`config.mk`:
```
export PLATFORM = sky130hd
export DESIGN_NAME = mem_wb_elastic_stage
export DESIGN_NICKNAME = d
export VERILOG_FILES = /design/src/rtl/mem_wb_elastic_stage.sv
export SDC_FILE = /design/constraint.sdc
export NUM_CORES = 1
export LEC_CHECK = 0
export BUFFER_PORTS_ARGS = -buffer_cell sky130_fd_sc_hd__clkbuf_2
export CAP_MARGIN = 20
export CORE_MARGIN = 5
export CORE_UTILIZATION = 50
export DETAILED_ROUTE_END_ITERATION = 8
export PLACE_DENSITY = 0.79
export SETUP_SLACK_MARGIN = 0.4
export SLEW_MARGIN = 20
export SYNTH_ARGS = -nofsm -noshare
export SYNTH_HDL_FRONTEND = slang
export SYNTH_SLANG_ARGS = --single-unit
```
`constraint.sdc`:
```
create_clock -name clk -period 20.9 [get_ports clk]
set_input_delay 3.135 -clock clk [delete_from_list [all_inputs] [get_ports clk]]
set_output_delay 3.135 -clock clk [all_outputs]
set_load 0.03 [all_outputs]
```
`src/rtl/mem_wb_elastic_stage.sv`:
```
// mem_wb_elastic_stage
//   MEM/WB pipeline stage with a valid/ready handshake and a 2-entry skid
//   buffer (main slot M drives the outputs, skid slot S catches the one
//   extra entry accepted while WB stalls). Adds synchronous flush and a
//   qualified register-file write enable.
//   Optional feature macro: MEM_WB_PERF_EN adds saturating stall, bubble
//   and flush performance counters.
//
//   Handshake: an entry moves on a rising edge when valid and ready are both
//   high on that interface. in_ready depends only on the stage state and rst,
//   never combinationally on out_ready. out_valid is held with a stable
//   payload until out_ready is seen high.
module mem_wb_elastic_stage #(
  parameter int DATA_LEN         = 64,
  parameter int CONTROL_LINE     = 2,
  parameter int INSTRUCTION_PART = 5,
  parameter int CNT_W            = 32
) (
  input  logic                        clk,
  input  logic                        rst,
  input  logic                        flush,
  input  logic                        in_valid,
  output logic                        in_ready,
  input  logic [DATA_LEN-1:0]         rd_data,
  input  logic [CONTROL_LINE-1:0]     control_in,
  input  logic [DATA_LEN-1:0]         addr,
  input  logic [INSTRUCTION_PART-1:0] instruction_part,
  output logic                        out_valid,
  input  logic                        out_ready,
  output logic [DATA_LEN-1:0]         rd_data_out,
  output logic [CONTROL_LINE-1:0]     control_out,
  output logic [DATA_LEN-1:0]         addr_out,
  output logic [INSTRUCTION_PART-1:0] instruction_part_out,
  output logic                        wb_we,
  output logic [1:0]                  state_dbg
`ifdef MEM_WB_PERF_EN
  ,
  output logic [CNT_W-1:0]            stall_cnt,
  output logic [CNT_W-1:0]            bubble_cnt,
  output logic [CNT_W-1:0]            flush_cnt
`endif
);

  localparam int PW = 2 * DATA_LEN + CONTROL_LINE + INSTRUCTION_PART;

  typedef enum logic [1:0] {
    ST_EMPTY = 2'd0,
    ST_ONE   = 2'd1,
    ST_TWO   = 2'd2
  } state_t;

  state_t        state;
  logic [PW-1:0] in_pl;
  logic [PW-1:0] m_pl;
  logic [PW-1:0] s_pl;
  logic          accept;
  logic          emit;

  // Counter width is only consumed by the optional counters; reject nonsense.
  if (CNT_W < 1) begin : g_cnt_w_check
    $error("CNT_W must be at least 1");
  end

  assign in_pl = {rd_data, control_in, addr, instruction_part};
  assign {rd_data_out, control_out, addr_out, instruction_part_out} = m_pl;

  assign out_valid = (state != ST_EMPTY);
  assign in_ready  = (state != ST_TWO) & ~rst;
  assign accept    = in_valid & in_ready;
  assign emit      = out_valid & out_ready;
  assign wb_we     = emit & control_out[0] & (instruction_part_out != '0);
  assign state_dbg = state;

  // Occupancy FSM and slot payloads; flush clears occupancy but keeps data.
  always_ff @(posedge clk or posedge rst) begin
    if (rst) begin
      state <= ST_EMPTY;
      m_pl  <= '0;
      s_pl  <= '0;
    end else if (flush) begin
      state <= ST_EMPTY;
    end else begin
      case (state)
        ST_EMPTY: begin
          if (accept) begin
            m_pl  <= in_pl;
            state <= ST_ONE;
          end
        end
        ST_ONE: begin
          if (accept && emit) begin
            m_pl <= in_pl;
          end else if (accept) begin
            s_pl  <= in_pl;
            state <= ST_TWO;
          end else if (emit) begin
            state <= ST_EMPTY;
          end
        end
        ST_TWO: begin
          if (emit) begin
            m_pl  <= s_pl;
            state <= ST_ONE;
          end
        end
        default: state <= ST_EMPTY;
      endcase
    end
  end

`ifdef MEM_WB_PERF_EN
  // Saturating event counters, incremented on the edge closing the event cycle.
  always_ff @(posedge clk or posedge rst) begin
    if (rst) begin
      stall_cnt  <= '0;
      bubble_cnt <= '0;
      flush_cnt  <= '0;
    end else begin
      if (out_valid && !out_ready && (stall_cnt != '1))
        stall_cnt <= stall_cnt + CNT_W'(1);
      if (!out_valid && (bubble_cnt != '1))
        bubble_cnt <= bubble_cnt + CNT_W'(1);
      if (flush && (state != ST_EMPTY) && (flush_cnt != '1))
        flush_cnt <= flush_cnt + CNT_W'(1);
    end
  end
`endif

endmodule

```
==> results.md, run 1 <==
- Final worst slack: 13.90 ns
- Final WL: 25.0 mm
- Post-Syn Instances: 890
- VDD IR max: 79.7 uV
- Synthesis-stage register bit count: 272
- First-pass GRT wire length: 41.8 mm
- Least-Margin Pin Slew: 1.06 ns
- Die Y: 160 um
- Slowest-stage cell, CP: clkbuf_2
- Dpl cells: 1403
- Post-layout nets: 1288
- DP Worst Slack: 13.88 ns
- CTS Hold Buffers Added: 0
- CP Data Arrival Time: 3.87 ns
- Worst path most repeated cell: clkbuf_2
- CP peak stage delay: 0.24 ns
- Largest net degree at the start of global routing: 136
- Unique masters post-synth: 25
- Worst hold path class: reg2reg
- Slew Limit Fails: 0
- Crit. End Element: output port
- Row count: 55
- Final hold slack: 0.490 ns
- Die outline width: 160 um
- Antenna Nets Post-Route: 0
- Max-Cap Viols: 0
- Clk slew on worst S/H paths: 0.06 ns
- Worst-path fanout max: 6
- Status: finished clean
- Initial Util: 50.3%
- # diodes: 0
- Final setup skew: 0.0124 ns
- Final Non-Filler Cells: 1455
- Footprint of the multi-input gates: 4200 um^2
- Placeable Area: 22400 um^2
- Avg WL per Cell: 17.2 um
- Setup_tns: 0 ns
- Final worst-path cycle share: 33.5%
- Clk_lat worst skew: 0.53 ns
- H-tree levels: 1
- HPWL Detailed: 16.1 mm
- Clock Path Buffers: 3
- Initial antenna violation count: 0
- PD cells: 113 nW/um^2
- Post-synthesis sequential area ratio: 60.3%
- RSZ-0062 raised after global routing: false
- # port buffers: 279
- Area grow syn2layout: 22.3%
- Yosys warnings: 0
- CP cell instances: clkbuf_2 -> nand3_1 -> a21oi_1 -> clkbuf_2
- Fmax: 0.143 GHz
- Commonest non-fill, non-tap cell in the layout: clkbuf_2
- Synth Cell Area: 11300 um^2
- DRC: 0
- Final Hold Fails: 0
- Synth Net Count: 1030
- GRT Total Usage: 19.4%
- RePlAce Congestion: 0.820
- Total gr overflow: 0
- FF/Latch Area: 6810 um^2
- 1st-pass router iterations: 4
- Leakage: 0.00641 uW
- Layout cell share with drive strength beyond 1: 37.0%
- CTS buffer count: 28
- Final core occ: 61.5%
- Full die area: 25700 um^2
- Fin crit period: 7.00 ns
- Avg Synthesized Cell Area: 12.7 um^2
- Cell at the root of the clock tree: clkbuf_16
- Final Setup Violations: 0
- DRT iter0 DRCs: 397
- Vias in the first global route: 8088
- Setup bufs post-CTS: 0
- Commonest non-fill, non-tap cells in the layout: clkbuf_2 (279), dfrtp_1 (272), nor2_1 (137), a21oi_1 (136), mux2i_1 (135)
- WP data required: 17.77 ns
- Sink Count: 272
- WS Path Type: in2out
- CTS tree: done
- Fill cells: 1776
- DR vias: 7722
- Via density: 5.31
- # IOs: 280
- Worst setup SP type: primary input
- Slew HR: 29.1%
- Post-cts resize count: 0
==> stage by stage <==
stage	area, um^2	total power, uW
global route	13800	1630
floorplan	11300	935
detailed placement	12800	1060
CTS	13800	1570
finish	13800	1550
global placement	12800	1040
==> logic make-up (layout without fill, tap and decap cells) <==
group / after synthesis / after routing / share of synthesized area [%]
buffers and inverters: 60 / 340 / 2.67
multiplexers: 271 / 271 / 25.5
AO/OA/AOI/OAI: 139 / 139 / 6.27
AND/OR/NAND/NOR: 148 / 148 / 5.24
flip-flops: 272 / 272 / 60.3
==> flip-flops by register name (all words and copies together) (netlist names) <==
name and count:
m_pl 135, state_dbg 2, s_pl 135
==> where the power goes <==
group,leakage (uW),total [uW],switching (uW),internal [uW]
registers,0.00328,699,61.7,637
logic,0.00265,344,225,120
clock network,0.000479,511,200,310
total,0.00641,1550,487,1070
==> per-layer routing <==
| metal | vias up | GRT usage, % | part of all wire [%] |
|---|---|---|---|
| met4 | 0 | 4.85 | 2.8 |
| met2 | 214 | 32.2 | 49 |
| li1 | 3628 | - | - |
| met3 | 44 | 4.98 | 6.4 |
| met5 | - | 0 | 0 |
| met1 | 3836 | 25.6 | 42 |
==> synthesized netlist by cell type <==
cell      number  area (um^2)
nand2b_1       1         6.26
or4b_1         2         20.0
o41ai_1        1         8.76
mux2i_1      135         1350
mux2_1        39          439
nand2_1        1         3.75
nor3_1         1         5.00
buf_2         28          140
or2_2          1         6.26
nand3b_1       1         7.51
a31oi_2        1         12.5
buf_6          5         56.3
nor2_2         1         6.26
a31oi_1        1         6.26
dfrtp_1      272         6810
a21oi_1      136          681
nor2b_1        1         6.26
nor2_1       137          514
or4bb_1        1         11.3
buf_4          1         7.51
clkbuf_1      17         63.8
inv_1          2         7.51
nand3_1        1         5.00
mux2_2        97         1090
buf_1          7         26.3
==> critical path: cells and delay by family <==
family	cells	cell delay (ns)
AO/OA/AOI/OAI	1	0.19
buffers and inverters	2	0.37
AND/OR/NAND/NOR	1	0.17
==> path summary, 6_finish.rpt <==
| check | slack, ns | cells past startpoint | to | startpoint |
|---|---|---|---|---|
| max in group asynchronous | 15.78 | 4 | s_pl[78] | rst |
| worst max-delay path | 13.90 | 4 | wb_we | out_ready |
| worst max register to register | 17.62 | 6 | m_pl[33] | state_dbg[0] |
| worst min-delay path | 0.49 | 1 | s_pl[133] | s_pl[133] |
| worst min register to register | 0.49 | 1 | s_pl[133] | s_pl[133] |
| min in group asynchronous | 2.81 | 2 | m_pl[104] | rst |
==> cell type report <==
class,instances,area share [%]
clock inverter,7,0.644
tap,285,2.58
timing repair buffer,286,10.6
inverter,2,0.109
multi-input combinational,558,30.4
sequential,272,49.3
clock buffer,45,6.34
(Power assumes the default switching activity.)
==> run 2: changes to the inputs <==
==> constraint.sdc (replaced) <==
create_clock -name clk -period 7.1 [get_ports clk]
set_input_delay 1.065 -clock clk [delete_from_list [all_inputs] [get_ports clk]]
set_output_delay 1.065 -clock clk [all_outputs]
set_load 0.03 [all_outputs]
==> results.md, run 2 (same netlist as run 1, synthesis figures left out) <==
- # port buffers: 279 (unchanged)
- Critical path startpoint: rst
- Least-Margin Pin Slew: 1.07 ns (+0.00238 ns)
- Final core occ: 62.3% (+0.74 points)
- Commonest non-fill, non-tap cell in the layout: clkbuf_2
- # diodes: 0 (unchanged)
- Sink Count: 272 (unchanged)
- DRC: 0 (unchanged)
- Cell at the root of the clock tree: clkbuf_16
- VDD IR max: 220 uV (+180%)
- Die outline width: 160 um (unchanged)
- WS Path Type: in2reg
- Final hold slack: 0.489 ns (-0.000116 ns)
- FF-to-FF End: s_pl[115]
- Vias in the first global route: 8131 (+0.53%)
- # IOs: 280 (unchanged)
- Initial antenna violation count: 0 (unchanged)
- CTS tree: done
- Post-cts resize count: 0 (unchanged)
- Fill cells: 1768 (-0.45%)
- Layout cell share with drive strength beyond 1: 37.3% (+0.31 points)
- Fmax: 0.320 GHz
- Die Y: 160 um (unchanged)
- Worst setup SP type: primary input
- GRT Total Usage: 19.4% (unchanged)
- R2r worst-path depth: 4 (-2)
- Row count: 55 (unchanged)
- Post-layout nets: 1289 (+0.078%)
- Initial Util: 50.3% (unchanged)
- Area grow syn2layout: 23.7%
- DRT iter0 DRCs: 401 (+1.0%)
- RePlAce Congestion: 0.818 (-0.27%)
- Slew Limit Fails: 0 (unchanged)
- CP peak stage delay: 0.85 ns (+0.61 ns)
- Max-Cap Viols: 0 (unchanged)
- HPWL Detailed: 16.3 mm (+1.1%)
- 1st-pass router iterations: 4 (unchanged)
- CP Data Arrival Time: 3.52 ns (-0.35 ns)
- Commonest non-fill, non-tap cells in the layout: clkbuf_2 (279), dfrtp_1 (272), nor2_1 (137), a21oi_1 (136), mux2i_1 (135)
- Placeable Area: 22400 um^2 (unchanged)
- Clk slew on worst S/H paths: 0.06 ns (about the same)
- Clk_lat worst skew: 0.53 ns (about the same)
- Total gr overflow: 0 (unchanged)
- Final Power: 4760 uW (+210%)
- Final Setup Violations: 0 (unchanged)
- Full die area: 25700 um^2 (unchanged)
- Setup_tns: 0 ns (unchanged)
- Setup bufs post-CTS: 0 (unchanged)
- Avg WL per Cell: 17.2 um (+0.22%)
- Slew HR: 29.0% (-0.16 points)
- Reg-to-Reg Start: state_dbg[0]
- Antenna Nets Post-Route: 0 (unchanged)
- CP cell instances: clkbuf_2 -> nand2b_1 -> or4b_4 -> buf_4 -> mux2_1
- Slowest-stage cell, CP: buf_4
- Setup crit end: s_pl[115]
- PD cells: 341 nW/um^2 (+200%)
- Clock Path Buffers: 3 (unchanged)
- First-pass GRT wire length: 41.5 mm (-0.63%)
- Final worst-path cycle share: 44.1%
- Worst reg-to-reg setup slack: 4.10 ns (-13.52 ns)
- Via density: 5.33 (+0.45%)
- Leakage: 0.00648 uW (+1.1%)
- RSZ-0062 raised after global routing: false
- H-tree levels: 1 (unchanged)
- Final Hold Fails: 0 (unchanged)
- Fin crit period: 3.13 ns
- CTS buffer count: 29 (+3.6%)
- Crit. End Element: register
- CTS Hold Buffers Added: 0 (unchanged)
- Worst hold path class: reg2reg
- Final setup skew: 0.0186 ns (+0.00616 ns)
- WP data required: 7.50 ns (-10.27 ns)
- Largest net degree at the start of global routing: 219 (+61%)
- Status: finished clean
- DR vias: 7762 (+0.52%)
- Worst-path fanout max: 70 (+64)
- Final WL: 25.1 mm (+0.29%)
## run 2: changes by cell type in the layout (fill, tap and decap cells not counted), moves of 2 or more
cell	before	now
bufinv_16	2	7
buf_12	1	3
clkbuf_1	7	4
buf_4	6	3
## run 2: final cells by class
cell class | instances | area [um^2] | share of cell area (%)
Clock inverter | 12 | 239 | 1.71
Multi-Input combinational cell | 558 | 4200 | 30.1
Inverter | 2 | 11.3 | 0.0806
Tap cell | 285 | 357 | 2.55
Timing Repair Buffer | 286 | 1510 | 10.8
Clock buffer | 41 | 851 | 6.09
Sequential cell | 272 | 6810 | 48.7
## run 2: worst max-delay path, delay by kind of cell
family,cells,cell delay (ns)
muxes,1,0.39
buffers and inverters,2,0.99
and+or+nand+nor,2,0.90
## run 2: through the flow
step | worst slack (ns) | instances | instance area [um^2]
2_1_floorplan | 2.44 | 890 | 11300
3_5_place_dp | 3.45 | 1402 | 12900
6_report | 3.97 | 1456 | 14000
4_1_cts | 4.03 | 1455 | 13900
3_3_place_gp | 3.48 | 1402 | 12900
5_1_grt | 3.85 | 1456 | 14000
## run 2: per-layer routing
metal	wire, um	global-route usage (%)	up-vias
li1	-	-	3631
met1	10400	24.7	3850
met2	12400	33.1	228
met3	1650	4.26	53
met4	635	6.02	0
met5	0	0	-
## run 2: how the worst min path moves through the flow
stage / from / end / cells after the start
6_report: s_pl[118] / s_pl[118] / 1
5_1_grt: s_pl[113] / s_pl[113] / 1
4_1_cts: s_pl[118] / s_pl[118] / 1
3_5_place_dp: s_pl[133] / s_pl[133] / 1
3_3_place_gp: s_pl[115] / s_pl[115] / 1
2_1_floorplan: s_pl[0] / s_pl[0] / 1
## run 2: power breakdown
part	internal (uW)	switching [uW]
combinational	355	659
sequential	1880	187
clock	1080	602
total	3320	1450
==> run 3: changes to the inputs <==
--- a/config.mk
+++ b/config.mk
@@ -8,7 +8,7 @@
 export BUFFER_PORTS_ARGS = -buffer_cell sky130_fd_sc_hd__clkbuf_2
 export CAP_MARGIN = 20
 export CORE_MARGIN = 5
-export CORE_UTILIZATION = 50
+export CORE_UTILIZATION = 48
 export DETAILED_ROUTE_END_ITERATION = 8
 export PLACE_DENSITY = 0.79
 export SETUP_SLACK_MARGIN = 0.4
==> constraint.sdc (replaced) <==
create_clock -name clk -period 2.6 [get_ports clk]
set_input_delay 0.39 -clock clk [delete_from_list [all_inputs] [get_ports clk]]
set_output_delay 0.39 -clock clk [all_outputs]
set_load 0.03 [all_outputs]
==> results.md, run 3 (same netlist as run 1, synthesis figures left out) <==
- Status: finished clean
- VDD IR max: 525 uV (+140%)
- Leakage: 0.00662 uW (+2.2%)
- Slowest-stage cell, CP: dfrtp_2
- Most used routing layer: met2
- Commonest non-fill, non-tap cell in the layout: clkbuf_2
- GR Util met1: 22.8% (-1.9 points)
- GRT Total Usage: 19.3% (about the same)
- Post-layout nets: 1313 (+1.9%)
- Fmax: 0.473 GHz
- Worst setup SP type: register
- Die Y: 163 um (+1.9%)
- First-pass GRT wire length: 42.1 mm (+1.4%)
- Final Hold Fails: 0 (unchanged)
- Final Setup Violations: 0 (unchanged)
- Final WL: 26.9 mm (+7.2%)
- CTS tree: done
- DRC: 0 (unchanged)
- Initial antenna violation count: 1 (+1)
- # IOs: 280 (unchanged)
- Final setup skew: 0.0102 ns (-0.00838 ns)
- Top delay family on crit path: simple AND/OR/NAND/NOR gates
- Via density: 5.19 (-2.6%)
- Row count: 56 (+1.8%)
- Sink Count: 272 (unchanged)
- Slew HR: 62.9% (+34 points)
- Clk slew on worst S/H paths: 0.06 ns (about the same)
- Met2 Usage GRT: 33.2% (+0.048 points)
- Final hold slack: 0.0253 ns (-0.464 ns)
- Layout cell share with drive strength beyond 1: 38.6% (+1.2 points)
- CP Data Arrival Time: 1.73 ns (-1.79 ns)
- Fill cells: 1867 (+5.6%)
- PD cells: 882 nW/um^2 (+160%)
- CP cell instances: or2_2 -> nand3_1 -> a21oi_1 -> buf_2
- Clock Path Buffers: 3 (unchanged)
- Avg WL per Cell: 17.8 um (+3.2%)
- Setup_tns: 0 ns (unchanged)
- GR met3 Demand/Resource: 6.41% (+2.2 points)
- Least-Margin Pin Slew: 0.557 ns (-0.508 ns)
- Cell at the root of the clock tree: clkbuf_16
- Full die area: 26700 um^2 (+3.9%)
- Vias in the first global route: 8266 (+1.7%)
- Fin crit period: 2.12 ns
- Die outline width: 163 um (+1.9%)
- CTS buffer count: 28 (-3.4%)
- Worst-path fanout max: 7 (-90%)
- Area grow syn2layout: 26.8%
- Antenna Nets Post-Route: 0 (unchanged)
- Commonest non-fill, non-tap cells in the layout: clkbuf_2 (278), dfrtp_1 (270), nor2_1 (137), a21oi_1 (136), mux2i_1 (135)
- RePlAce Congestion: 0.809 (-1.1%)
- CP peak stage delay: 0.45 ns (-0.40 ns)
- DRT iter0 DRCs: 384 (-4.2%)
- Initial Util: 48.4% (-1.9 points)
- Clk_lat worst skew: 0.53 ns (about the same)
- Slew Limit Fails: 0 (unchanged)
- Largest net degree at the start of global routing: 98 (-55%)
- Placeable Area: 23300 um^2 (+4.0%)
- HPWL Detailed: 17.5 mm (+7.5%)
- WP data required: 2.21 ns (-5.29 ns)
- H-tree levels: 1 (unchanged)
- # port buffers: 279 (unchanged)
- Buf/Inv on CP: 1 (-1)
- Worst hold path class: in2async
- WS Path Type: reg2out
- Total gr overflow: 0 (unchanged)
- Crit. End Element: output port
- Max-Cap Viols: 0 (unchanged)
- RSZ-0062 raised after global routing: true
- DR vias: 7853 (+1.2%)
- Final worst-path cycle share: 81.4%
- 1st-pass router iterations: 4 (unchanged)
==> run 3: changes by cell type in the layout (fill, tap and decap cells not counted), sizes merged <==
cell    delta
bufinv     -5
clkbuf     +8
clkinv     -4
buf       +21
bufbuf     +2
diode      +1
==> run 3: final timing paths <==
path                              startpoint        end  slack (ns)  cells past startpoint
worst min register to register     s_pl[118]  s_pl[118]        0.49                      1
min in group clk                 rd_data[41]  s_pl[112]        0.09                      2
worst max register to register  state_dbg[0]   m_pl[36]        0.50                      6
worst min-delay path                     rst   m_pl[99]        0.03                      3
worst max-delay path            state_dbg[0]      wb_we        0.48                      4
max in group asynchronous                rst   m_pl[34]        2.04                      4
==> run 3: worst reg2reg max path: cells and delay by family (launching register included) <==
kind,cells,cell delay (ns)
AO/OA/AOI/OAI,2,0.47
buffers and inverters,2,0.43
flip-flops,1,0.45
AND/OR/NAND/NOR,2,0.65
==> run 3: layer usage <==
layer | wire (um) | share of wire, %
met5 | 0 | 0
met4 | 869 | 3.2
met3 | 2310 | 8.6
met2 | 13300 | 50
met1 | 10400 | 39
==> run 3: cell type report <==
cell class	count	area, um^2	share of cell area [%]
flip-flops and latches	272	6810	47.6
multi-input cells	558	4200	29.4
repair buffers	311	1910	13.3
clock buffers	47	913	6.38
well taps	319	399	2.79
clock inverters	3	65.1	0.455
inverters	2	11.3	0.0787
diodes	1	2.50	0.0175
==> run 3: timing repair <==
action / in CTS / in global routing
gates cloned: 2 / 3
resized for setup: 0 / 5
pin swaps: 1 / 1
endpoints found under the setup margin: 1 / 35
hold buffers: 0 / 0
buffers inserted: 1 / 3
==> run 3: through the flow <==
stage	worst slack (ns)	std cells	total power [uW]	utilization [%]	cell area (um^2)
2_1_floorplan	-1.39	890	7520	-	11300
3_3_place_gp	0.509	1453	8420	56.4	13100
3_5_place_dp	0.416	1453	8540	56.4	13100
4_1_cts	0.409	1506	12800	60.9	14200
5_1_grt	0.383	1513	13300	61.3	14300
6_report	0.484	1513	12600	61.3	14300
==> run 3: report_power, final <==
part | switching (uW) | internal [uW] | leakage [uW]
combinational | 1850 | 1020 | 0.00286
sequential | 491 | 5120 | 0.00328
clock | 1590 | 2560 | 0.000483
total | 3920 | 8710 | 0.00662
